`config.mk`:
```
export PLATFORM = sky130hd
export DESIGN_NAME = tow_led_decoder
export DESIGN_NICKNAME = d
export VERILOG_FILES = /design/src/rtl/tow_pkg.sv /design/src/rtl/tow_stable_filter.sv /design/src/rtl/tow_led_decoder.sv
export SDC_FILE = /design/constraint.sdc
export NUM_CORES = 1
export LEC_CHECK = 0
export CAP_MARGIN = 30
export CELL_PAD_IN_SITES_DETAIL_PLACEMENT = 0
export CELL_PAD_IN_SITES_GLOBAL_PLACEMENT = 1
export CORE_UTILIZATION = 42
export DETAILED_ROUTE_END_ITERATION = 6
export PLACE_DENSITY = 0.83
export SYNTH_ARGS = -nofsm -noshare
export SYNTH_HDL_FRONTEND = slang
export SYNTH_SLANG_ARGS = --single-unit
```
`constraint.sdc`:
```
create_clock -name CLK_I -period 3.8 [get_ports CLK_I]
set_input_delay 0.57 -clock CLK_I [delete_from_list [all_inputs] [get_ports CLK_I]]
set_output_delay 0.57 -clock CLK_I [all_outputs]
set_load 0.01 [all_outputs]
```
`src/rtl/tow_pkg.sv`:
```
// Shared definitions for the tug-of-war LED decoder: pattern codes, FSM states,
// signed rope position and the pattern classifier.
package tow_pkg;

    // LED pattern codes as driven by the encoder (bit 6 = leftmost LED)
    localparam logic [6:0] PatL3      = 7'b1000000;
    localparam logic [6:0] PatL2      = 7'b0100000;
    localparam logic [6:0] PatL1      = 7'b0010000;
    localparam logic [6:0] PatN       = 7'b0001000;
    localparam logic [6:0] PatR1      = 7'b0000100;
    localparam logic [6:0] PatR2      = 7'b0000010;
    localparam logic [6:0] PatR3      = 7'b0000001;
    localparam logic [6:0] PatLwin    = 7'b1110000;
    localparam logic [6:0] PatRwin    = 7'b0000111;
    localparam logic [6:0] PatRstDisp = 7'b1100011;
    localparam logic [6:0] PatBlank   = 7'b0000000;

    typedef enum logic [1:0] {
        StIdle,
        StPlay,
        StWin
    } tow_state_e;

    // -3 = L3, 0 = N, +3 = R3
    typedef logic signed [2:0] tow_pos_t;

    localparam tow_pos_t PosL3 = -3'sd3;
    localparam tow_pos_t PosR3 = 3'sd3;

    typedef enum logic [2:0] {
        KindPos,
        KindLwin,
        KindRwin,
        KindRstDisp,
        KindBlank,
        KindUnknown
    } tow_kind_e;

    typedef struct packed {
        tow_kind_e kind;
        tow_pos_t  pos;
    } tow_decode_t;

    // Classify a raw LED pattern; pos is only meaningful for KindPos
    function automatic tow_decode_t tow_decode(input logic [6:0] pat);
        tow_decode_t d;
        d.kind = KindUnknown;
        d.pos  = '0;
        case (pat)
            PatL3:      begin d.kind = KindPos; d.pos = -3'sd3; end
            PatL2:      begin d.kind = KindPos; d.pos = -3'sd2; end
            PatL1:      begin d.kind = KindPos; d.pos = -3'sd1; end
            PatN:       begin d.kind = KindPos; d.pos = 3'sd0;  end
            PatR1:      begin d.kind = KindPos; d.pos = 3'sd1;  end
            PatR2:      begin d.kind = KindPos; d.pos = 3'sd2;  end
            PatR3:      begin d.kind = KindPos; d.pos = 3'sd3;  end
            PatLwin:    d.kind = KindLwin;
            PatRwin:    d.kind = KindRwin;
            PatRstDisp: d.kind = KindRstDisp;
            PatBlank:   d.kind = KindBlank;
            default:    d.kind = KindUnknown;
        endcase
        return d;
    endfunction

    // True when moving from a to b skips more than one LED
    function automatic logic tow_is_jump(input tow_pos_t a, input tow_pos_t b);
        logic signed [3:0] diff;
        diff = {b[2], b} - {a[2], a};
        return (diff > 4'sd1) || (diff < -4'sd1);
    endfunction

endpackage

```
`src/rtl/tow_stable_filter.sv`:
```
// Stability filter: a pattern must be seen on STABLE_CNT consecutive sample
// ticks before it is accepted. Acceptance is a one-shot strobe, combinational
// on the accepting tick so the consumer registers its result on that edge.
module tow_stable_filter #(
    parameter int unsigned STABLE_CNT = 2
) (
    input  logic       clk,
    input  logic       rst,
    input  logic       sample_en,
    input  logic [6:0] leds_in,
    output logic       accept,
    output logic [6:0] pattern
);

    localparam int unsigned StableCnt = (STABLE_CNT < 1) ? 1 : STABLE_CNT;
    localparam int unsigned CntW      = $clog2(StableCnt + 1);
    localparam logic [CntW-1:0] CntMax = CntW'(StableCnt);
    localparam logic [CntW-1:0] CntOne = CntW'(1);

    logic [6:0]      cand_q, cand_d;
    logic [CntW-1:0] count_q, count_d;

    // Candidate/count update; counter saturates at CntMax so a held pattern
    // reaches the threshold exactly once
    always_comb begin
        cand_d  = cand_q;
        count_d = count_q;
        accept  = 1'b0;
        if (sample_en) begin
            if (leds_in == cand_q) begin
                if (count_q < CntMax) begin
                    count_d = count_q + CntOne;
                    accept  = ((count_q + CntOne) == CntMax);
                end
            end else begin
                cand_d  = leds_in;
                count_d = CntOne;
                accept  = (CntMax == CntOne);
            end
        end
    end

    // Filter state register
    always_ff @(posedge clk) begin
        if (rst) begin
            cand_q  <= '0;
            count_q <= '0;
        end else begin
            cand_q  <= cand_d;
            count_q <= count_d;
        end
    end

    assign pattern = leds_in;

endmodule

```
`src/rtl/tow_led_decoder.sv`:
```
// Tug-of-war LED decoder: filters the observed LED pattern, tracks the rope
// position and round state, pulses on wins and keeps per-player scores.
// Optional macro TOW_MOVE_CHECK_EN enables the sticky move-legality flag;
// without it `illegal` is tied low.
module tow_led_decoder
    import tow_pkg::*;
#(
    parameter int unsigned STABLE_CNT = 2,
    parameter int unsigned SCORE_W    = 4
) (
    input  logic               CLK_I,
    input  logic               rst,
    input  logic               sample_en,
    input  logic [6:0]         leds_in,
    output logic [2:0]         pos,
    output logic               pos_valid,
    output logic               round_active,
    output logic               win_left,
    output logic               win_right,
    output logic [SCORE_W-1:0] score_left,
    output logic [SCORE_W-1:0] score_right,
    output logic               illegal
);

    logic        accept;
    logic [6:0]  acc_pat;
    tow_decode_t dec;

    tow_stable_filter #(
        .STABLE_CNT (STABLE_CNT)
    ) u_filter (
        .clk       (CLK_I),
        .rst       (rst),
        .sample_en (sample_en),
        .leds_in   (leds_in),
        .accept    (accept),
        .pattern   (acc_pat)
    );

    assign dec = tow_decode(acc_pat);

    tow_state_e         state_q, state_d;
    tow_pos_t           pos_q, pos_d;
    logic               pos_valid_q, pos_valid_d;
    logic               win_left_q, win_left_d;
    logic               win_right_q, win_right_d;
    logic [SCORE_W-1:0] score_left_q, score_left_d;
    logic [SCORE_W-1:0] score_right_q, score_right_d;
    logic               viol;
    logic               clear_ill;

    // Next-state, position, score and violation decode for an accepted pattern
    always_comb begin
        state_d       = state_q;
        pos_d         = pos_q;
        pos_valid_d   = pos_valid_q;
        win_left_d    = 1'b0;
        win_right_d   = 1'b0;
        score_left_d  = score_left_q;
        score_right_d = score_right_q;
        viol          = 1'b0;
        clear_ill     = 1'b0;
        if (accept) begin
            case (dec.kind)
                KindRstDisp: begin
                    state_d       = StIdle;
                    pos_d         = '0;
                    pos_valid_d   = 1'b0;
                    score_left_d  = '0;
                    score_right_d = '0;
                    clear_ill     = 1'b1;
                end
                KindPos: begin
                    state_d     = StPlay;
                    pos_d       = dec.pos;
                    pos_valid_d = 1'b1;
                    // A round must open at N; during play only single steps
                    if (state_q == StPlay) begin
                        viol = tow_is_jump(pos_q, dec.pos);
                    end else begin
                        viol = (dec.pos != 3'sd0);
                    end
                end
                KindLwin: begin
                    if (state_q == StIdle) begin
                        viol = 1'b1;
                    end else if (state_q == StPlay) begin
                        state_d      = StWin;
                        win_left_d   = 1'b1;
                        score_left_d = (score_left_q == '1) ? score_left_q
                                                            : score_left_q + 1'b1;
                        viol         = (pos_q != PosL3);
                    end
                end
                KindRwin: begin
                    if (state_q == StIdle) begin
                        viol = 1'b1;
                    end else if (state_q == StPlay) begin
                        state_d       = StWin;
                        win_right_d   = 1'b1;
                        score_right_d = (score_right_q == '1) ? score_right_q
                                                              : score_right_q + 1'b1;
                        viol          = (pos_q != PosR3);
                    end
                end
                KindBlank: begin
                end
                default: begin
                    viol = 1'b1;
                end
            endcase
        end
    end

    // Main state register; rst overrides any acceptance on the same edge
    always_ff @(posedge CLK_I) begin
        if (rst) begin
            state_q       <= StIdle;
            pos_q         <= '0;
            pos_valid_q   <= 1'b0;
            win_left_q    <= 1'b0;
            win_right_q   <= 1'b0;
            score_left_q  <= '0;
            score_right_q <= '0;
        end else begin
            state_q       <= state_d;
            pos_q         <= pos_d;
            pos_valid_q   <= pos_valid_d;
            win_left_q    <= win_left_d;
            win_right_q   <= win_right_d;
            score_left_q  <= score_left_d;
            score_right_q <= score_right_d;
        end
    end

`ifdef TOW_MOVE_CHECK_EN
    logic illegal_q;

    // Sticky violation flag, cleared only by rst or an accepted RSTDISP
    always_ff @(posedge CLK_I) begin
        if (rst) begin
            illegal_q <= 1'b0;
        end else if (clear_ill) begin
            illegal_q <= 1'b0;
        end else begin
            illegal_q <= illegal_q | viol;
        end
    end

    assign illegal = illegal_q;
`else
    logic unused_chk;
    assign unused_chk = viol ^ clear_ill;
    assign illegal    = 1'b0;
`endif

    assign pos          = pos_q;
    assign pos_valid    = pos_valid_q;
    assign round_active = (state_q == StPlay);
    assign win_left     = win_left_q;
    assign win_right    = win_right_q;
    assign score_left   = score_left_q;
    assign score_right  = score_right_q;

endmodule
```
* After elaboration in Yosys (flattened, before gate mapping)
Index checks and enable logic that the tools add are counted.
** Storage, ports and cells
- Flip-flop bits (word level) :: 25
- Input bits :: 10
- Output and inout port bits :: 16
- Word-level logic and storage cells :: 83
** Cells by class
- Add/sub/neg operators :: 3
- Order comparisons :: 1
- Equal/unequal tests :: 27
- Multiplexer cells :: 22
- Bitwise gates (word level) :: 4
- Reduce and logical (&&, ||, !) cells :: 17
** Operator list (number)
- two-way mux 4 bit :: 6
- == test 7 bit (second input constant) :: 3
- case mux 3 bit (6 select lines) :: 1
- != test 2 bit (second input constant) :: 8
- case mux 4 bit (2 select lines) :: 2
- case mux 3 bit (5 select lines) :: 1
- == test 7 x 3 -> 1 bit (second input constant) :: 2
- AND reduction 5 bit :: 2
- adder 4 x 1 -> 4 bit (second input constant) :: 2
- == test 4 bit (second input constant) :: 2
- two-way mux 2 bit :: 4
- == test 7 x 1 -> 1 bit (second input constant) :: 1
- == test 7 x 2 -> 1 bit (second input constant) :: 1
- == test 7 x 4 -> 1 bit (second input constant) :: 1
- == test 7 x 5 -> 1 bit (second input constant) :: 1
- == test 7 x 6 -> 1 bit (second input constant) :: 1
- == test 7 bit :: 1
- logical NOT 7 bit :: 1
- OR reduction 7 bit :: 1
- == test 3 x 2 -> 1 bit (second input constant) :: 2
- case mux 2 bit (3 select lines) :: 1
- case mux 3 bit (2 select lines) :: 1
- AND reduction 2 bit :: 3
- nonzero test 2 bit :: 3
- other kinds (15) :: 23

* Depth between registers and ports, before layout
Gate-level depths: netlist (run 1).
- Depth in word-level cells :: 7
- Gate-level depth with buffers :: 8
- Depth with buffers taken out :: 7

* Modules after synthesis
Synthesis (run 1) repeated with hierarchy kept, for this count alone.
** Second synthesis, totals
- Cells, all modules :: 200
- Area, all modules :: 1637.8 µm²
** Modules (own cells, without submodules)
- tow_led_decoder :: instances 1, cells each 148, area an instance 1153.6 µm², sequential area each 320.3 µm²
- tow_stable_filter :: instances 1, cells each 52, area an instance 484.2 µm², sequential area each 180.2 µm²

* Worst setup path after synthesis (run 1)
No wires, ideal clock.
- Kind :: input to register
- Start point :: in leds_in[5]
- End point :: reg state_q[0]
- Library setup time :: 0.095 ns
- Data arrival time :: 2.209 ns
- Required time :: 3.705 ns
- Slack :: 1.496 ns
- Stages :: 7
- Buffers on the path :: 2
- Cell sequence :: buf_6 xor2_2 or4_4 or2_4 buf_6 a2111o_1 a221oi_1
** Between the ends
- Cells in the longest elaborated chain, start to end :: 7
- Elaborated cells between the ends (all ways) :: 26
- Those cells by class :: eq/ne (16); mux (4); reduce/logical (6)
** RTL lines
- start: declaration :: RTL line tow_led_decoder.sv:14 : input logic [6:0] leds_in,
- == test 7 x 1 -> 1 bit (tied with other cells) :: RTL line tow_pkg.sv:49 : case (pat)
- OR reduction 7 bit (no source line)
- case mux 3 bit (5 select lines) :: RTL line tow_pkg.sv:49
- == test 3 x 2 -> 1 bit or == test 3 x 1 -> 1 bit (tied branches) :: RTL line tow_led_decoder.sv:64 : case (dec.kind)
- OR reduction 2 bit (no source line)
- != test 2 bit (no source line) (tied with other cells)
- AND reduction 4 bit (no source line)
- end signal: assignment :: RTL line tow_led_decoder.sv:118 : state_q <= StIdle;
- end signal: assignment :: RTL line tow_led_decoder.sv:126 : state_q <= state_d;
- end: declaration :: RTL line tow_led_decoder.sv:42 : tow_state_e state_q, state_d;
Parallel ways exist; a longest one is shown, timed or not.
A chain may end at the register's enable or synchronous reset.

* Worst setup path in the final report (run 1)
- Start point :: in leds_in[5]
- End point :: reg score_left_q[2] (netlist: score_left[2])
** Between the ends
- Cells in the longest elaborated chain, start to end :: 6
- Elaborated cells between the ends (all ways) :: 24
- Those cells by class :: eq/ne (16); mux (4); reduce/logical (4)
** RTL lines
- == test 7 x 1 -> 1 bit (tied with other cells) :: RTL line tow_pkg.sv:49
- OR reduction 7 bit (no source line)
- case mux 3 bit (5 select lines) :: RTL line tow_pkg.sv:49
- == test 3 x 1 -> 1 bit or == test 3 x 2 -> 1 bit (tied branches) :: RTL line tow_led_decoder.sv:64
- != test 2 bit (no source line) or nonzero test 2 bit (tied branches)
- AND reduction 5 bit (no source line)
- end signal: assignment :: RTL line tow_led_decoder.sv:131 : score_left_q <= score_left_d;
- end: declaration :: RTL line tow_led_decoder.sv:47 : logic [SCORE_W-1:0] score_left_q, score_left_d;
Parallel ways exist; a longest one is shown, timed or not.

==> results of run 1 <==
power breakdown:
group	leakage [nW]	internal (mW)	switching, mW
Sequential	0.203	0.268	0.00403
Clock	0.0150	0.0411	0.0784
Combinational	0.409	0.0285	0.0388
Total	0.627	0.337	0.121
through the flow:
| step | total power [mW] | hold WS [ps] |
|---|---|---|
| global placement | 0.3413 | 444.5 |
| CTS | 0.4637 | 469.8 |
| finish | 0.4585 | 465.4 |
| detailed placement | 0.3447 | 449.0 |
| floorplan | 0.3286 | 430.8 |
| global route | 0.4849 | 486.8 |
flip-flops by register name, summed over array words and instances (netlist names):
register	flops
pos	3
pos_valid	1
score_left	4
score_right	4
state_q	2
u_filter.cand_q	7
u_filter.count_q	2
win_left	1
win_right	1
layout make-up:
class,instances,area (sq um),share of cell area (%)
flip-flops and latches,25,500.5,28.05
inverters,10,37.54,2.104
multi-input cells,135,892.1,50.00
clock buffers,4,26.28,1.473
well taps,46,57.56,3.226
repair buffers,28,270.3,15.15
Yosys cell counts (3+ instances only):
library cell | number | area (sq um)
inv_1 | 10 | 37.54
or3_1 | 3 | 18.77
o21ai_0 | 17 | 85.08
nand2b_1 | 3 | 18.77
ha_1 | 3 | 37.54
a21oi_1 | 6 | 30.03
and3_1 | 3 | 18.77
dfxtp_1 | 25 | 500.5
buf_2 | 5 | 25.02
nand2_1 | 12 | 45.04
nor2_1 | 13 | 48.80
nand4_1 | 3 | 18.77
nor4b_1 | 3 | 26.28
nor4_1 | 3 | 18.77
clkbuf_1 | 3 | 11.26
buf_6 | 4 | 45.04
nand3_1 | 7 | 35.03
xnor2_1 | 5 | 43.79
nor3_1 | 7 | 35.03
or4_1 | 3 | 22.52
xor2_1 | 5 | 43.79
mux2i_1 | 8 | 80.08
o211ai_1 | 3 | 22.52
cells by family after synthesis:
logic type | Yosys count
flops | 25
compound gates | 43
fa+ha+maj | 3
buf+inv | 24
xor+xnor | 11
simple gates | 69
other cells | 1
mux | 8
worst max-delay path by stage:
stage                     from                         end  cells after the start
floorplan           leds_in[5]     state_q[0]$_SDFFE_PP0P_                      7
global placement    leds_in[5]  score_left[2]$_SDFFE_PP0P_                      6
detailed placement  leds_in[5]  score_left[2]$_SDFFE_PP0P_                      6
CTS                 leds_in[5]  score_left[2]$_SDFFE_PP0P_                      6
global route        leds_in[5]  score_left[2]$_SDFFE_PP0P_                      6
finish              leds_in[5]  score_left[2]$_SDFFE_PP0P_                      6
worst min-delay path: cells and delay by family, from the launching register on:
kind	cells	cell delay [ps]
AO/OA/AOI/OAI	1	60
AND/OR/NAND/NOR	1	50
flip-flops	1	330
routing by layer:
layer | GRT usage [%] | vias up
li1 | - | 701
met4 | 8.430 | 0
met1 | 22.99 | 665
met3 | 2.022 | 6
met2 | 34.34 | 31
met5 | 0 | -
==> results.toml, run 1 <==
[clock_tree]
clkSinkCount = 25
cts_buffer_depth = 2
tritoncts = "built"
cts_setup_buffers = 0
ctsHoldBuffers = 0
path_clk_slew_ps = 130
clockRootBuffer = "clkbuf_4"
cts_max_level = 1
numCtsBuffers = 3
insertion_delay_ps = 320
post_cts_resized = 0

[grt]
grt_max_degree = 18
grt_pass1_vias = 1378
gr-total-overflow = 0
antenna_found_initial = 0
grt_pass1_wl_um = 6065
grt_util_all_layers_pct = 19.18

[sta]
final-setup-viol-count = 0
setup-tns-final_ps = 0
fin_crit_sh_pct = 73.37
rsz0062_at_grt = "false"
max_freq_ghz = 0.3587
period_minus_slack_ps = 2788
worst_pin_slew_ps = 658.7
finalHoldViolCount = 0
drv_slew = 0
clock_skew_ps = 4.004
setup_ws_ps = 1012
slew_headroom_pct = 55.95

[final_layout]
design_area_sq_um = 1784
nets = 216
final_cell_mix = "dfxtp_1 (25), clkdlybuf4s50_1 (24), o21ai_0 (17)"
fin_cells = 248
nFillCells = 346
n_antenna_cell = 0
area_growth_syn_to_layout_pct = 17.17
utilization_pct = 52.23
final_common_cell = "dfxtp_1"
drive_gt1_share_pct = 6.931

[die]
die-area_sq_um = 3870
die_w_um = 62.21
rows = 21
die_h_um = 62.21
start_util_pct = 44.58
ios = 26
coreArea_sq_um = 3416

[critical_path]
worst-path-buf-inv = 1
r2r_setup_slack_ps = 1590
crit_chain = "clkdlybuf4s50_1 -> xor2_2 -> or4_4 -> or2_4 -> or4_1 -> a21oi_1"
end_kind = "register"
reg2reg_to = "score_left[2]$_SDFFE_PP0P_"
cp.arrival_ps = 3040
start_kind = "input port"
r2r-start = "u_filter.count_q[1]$_SDFFE_PP0P_"
cp_slowest_cell = "clkdlybuf4s50_1"
path_class = "input port to register"
critPathTopFamily = "simple AND/OR/NAND/NOR gates"
worstRegToRegCells = 7
required_ps = 4050
cp_max_fo = 15
critPathMaxStageDelay_ps = 710

[synthesis]
yosys_warnings = 0
yosys.area_share.simple_pct = 25.06
synth_top_family_by_area = "simple AND/OR/NAND/NOR gates"
synthCells = 184
syn_area_per_cell_sq_um = 8.276
synth_xor_area_share_pct = 6.820
ys_types = 47
synth_fa_ha_area_share_pct = 2.465
syn_nets = 197
synth_area_sq_um = 1523
synthMuxAreaShare_pct = 5.259
synth_compound_area_share_pct = 18.73
ys_ff_latch = 25
seq_area_frac_synth_pct = 32.87
synth_edf_count = 0
synth_flop_cell = "dfxtp_1"
async_flop_share_pct = 0

[route]
route.top_layer_used = "met4"
drtIter0Drc = 73
firstDrtPassIters = 4
routed_wl_um = 3368
vias_per_cell = 5.657
drt-met1-wl_um = 1557
vias = 1403
postRouteAntennaNets = 0
post_drt_wl_per_cell_um = 13.58
wl_met2_um = 1653
wl_met3_um = 101
drc = 0

[power]
power_density_nw_per_um2 = 257.0
leakage_nw = 0.6272
vdd_drop_max_v = 0.0001114

[placed_design]
gp_congestion = 0.8478
dp_cells = 244
place_hpwl_um = 2531
post_dp_cell_area_sq_um = 1758
dpl_worst_slack_ps = 693.6
portBuffers = 24

[job]
cap_violations = 0

[min_path]
holdPathEnd = "pos[1]$_SDFFE_PP0P_"
whs_path_depth = 2
min_from = "pos[1]$_SDFFE_PP0P_"
min_path_type = "register to register"

[status]
status = "complete, no violations"
No activity file was read; power rests on OpenSTA's default activity.
==> inputs of run 2 (changes only) <==
Settings changed: CORE_UTILIZATION 42 to 39, PLACE_DENSITY 0.83 to 0.78.
Clock period 3.8 ns to 2.85 ns, I/O delays scaled along.
==> run 2 against run 1 <==
Against the previous run:
- clock power up 76%
- largest power group unchanged
- critical path type unchanged
- hold slack got worse by 12 ps
- register-to-register slack got worse by 930 ps
- largest cell class unchanged
- die area increased by 7.4%
- cell area grew 5.9%
==> results.toml, run 2 (synthesized netlist as in run 1, its figures left out) <==
[critical_path]
cp_max_fo = 12
critPathTopFamily = "simple AND/OR/NAND/NOR gates"
cp.arrival_ps = 2650
crit_chain = "clkdlybuf4s50_1 -> nor4_1 -> and4_1 -> a31oi_1 -> or4_1 -> a21oi_1"
worst-path-buf-inv = 1
end_kind = "register"
start_kind = "input port"
path_class = "input port to register"
cp_slowest_cell = "clkdlybuf4s50_1"
required_ps = 3050
critPathMaxStageDelay_ps = 610

[grt]
antenna_found_initial = 0
grt_util_all_layers_pct = 18.03
gr-total-overflow = 0
grt_max_degree = 17
grt_pass1_wl_um = 5934
grt_pass1_vias = 1343

[final_layout]
n_antenna_cell = 0
largest_reg_flops = 7
area_growth_syn_to_layout_pct = 24.08
final_common_cell = "dfxtp_1"
largest_register = "u_filter.cand_q"
nets = 227
design_area_sq_um = 1889
final_cell_mix = "dfxtp_1 (25), clkdlybuf4s50_1 (24), o21ai_0 (17)"
drive_gt1_share_pct = 12.21

[die]
die_h_um = 64.49
start_util_pct = 40.98
ios = 26
die_w_um = 64.49
die-area_sq_um = 4158
rows = 22
coreArea_sq_um = 3716

[sta]
worst_pin_slew_ps = 570.8
rsz0062_at_grt = "false"
drv_slew = 0
period_minus_slack_ps = 2442
slew_headroom_pct = 61.77
fin_crit_sh_pct = 85.70
setup-tns-final_ps = 0
max_freq_ghz = 0.4094
finalHoldViolCount = 0
final-setup-viol-count = 0
clock_skew_ps = 5.847

[clock_tree]
clkSinkCount = 25
numCtsBuffers = 3
path_clk_slew_ps = 90
cts_buffer_depth = 2
cts_max_level = 1
clockRootBuffer = "clkbuf_8"
post_cts_resized = 0
cts_setup_buffers = 0
tritoncts = "built"
ctsHoldBuffers = 0
insertion_delay_ps = 270

[route]
drc = 0
vias = 1448
routed_wl_um = 3447
postRouteAntennaNets = 0
drtIter0Drc = 62
post_drt_wl_per_cell_um = 13.21
firstDrtPassIters = 4
vias_per_cell = 5.548

[power]
leakage_nw = 0.6925
power_density_nw_per_um2 = 354.6
vdd_drop_max_v = 0.0001769

[placed_design]
place_hpwl_um = 2685
portBuffers = 24
post_dp_cell_area_sq_um = 1843
gp_congestion = 0.8707

[min_path]
min_path_type = "register to register"

[job]
cap_violations = 0

[status]
status = "complete, no violations"
run 2: where the power goes:
group / switching (mW) / total [mW] / internal [mW]
logic: 0.0535 / 0.0991 / 0.0455
registers: 0.00538 / 0.362 / 0.356
clock network: 0.111 / 0.209 / 0.0976
total: 0.170 / 0.670 / 0.500
run 2: final timing paths:
kind	start	endpoint	slack, ps	depth (start not counted)
worst max-delay path	leds_in[1]	score_left[2]$_SDFFE_PP0P_	410	6
worst min-delay path	state_q[1]$_SDFFE_PP0P_	state_q[1]$_SDFFE_PP0P_	450	2
worst max register to register	u_filter.count_q[1]$_SDFFE_PP0P_	score_left[2]$_SDFFE_PP0P_	660	7
worst min register to register	state_q[1]$_SDFFE_PP0P_	state_q[1]$_SDFFE_PP0P_	450	2
run 2: area by class of cell:
type                    count  area, sq um
fillers                   374         1827
multi-input cells         135        892.1
flip-flops and latches     25        500.5
repair buffers             39        352.8
well taps                  48        60.06
clock buffers               3        41.29
inverters                  10        37.54
clock inverters             1        5.005
run 2: worst min-delay path, delay by kind of cell, from the launching register on:
family | cells | cell delay [ps]
simple gates | 1 | 40
compound gates | 1 | 50
flops | 1 | 310
run 2: routing by layer:
metal | vias to the layer above | global-route usage (%) | wire length, um
met5 | - | 0 | 0
met4 | 0 | 5.833 | 29
met3 | 2 | 2.113 | 71
met2 | 22 | 30.39 | 1604
met1 | 696 | 23.81 | 1741
li1 | 728 | - | -
run 2: per-stage QoR:
stage | hold WS [ps] | std cells | total power [mW] | utilization [%] | setup WS, ps
2_1_floorplan | 430.8 | 184 | 0.4381 | - | 688.4
5_1_grt | 493.7 | 261 | 0.7019 | 50.84 | 270.8
6_report | 453.7 | 261 | 0.6700 | 50.84 | 407.5
4_1_cts | 459.4 | 261 | 0.6766 | 50.84 | 421.8
3_5_place_dp | 446.3 | 257 | 0.4691 | 49.60 | 142.2
3_3_place_gp | 445.5 | 257 | 0.4653 | 49.60 | 201.5
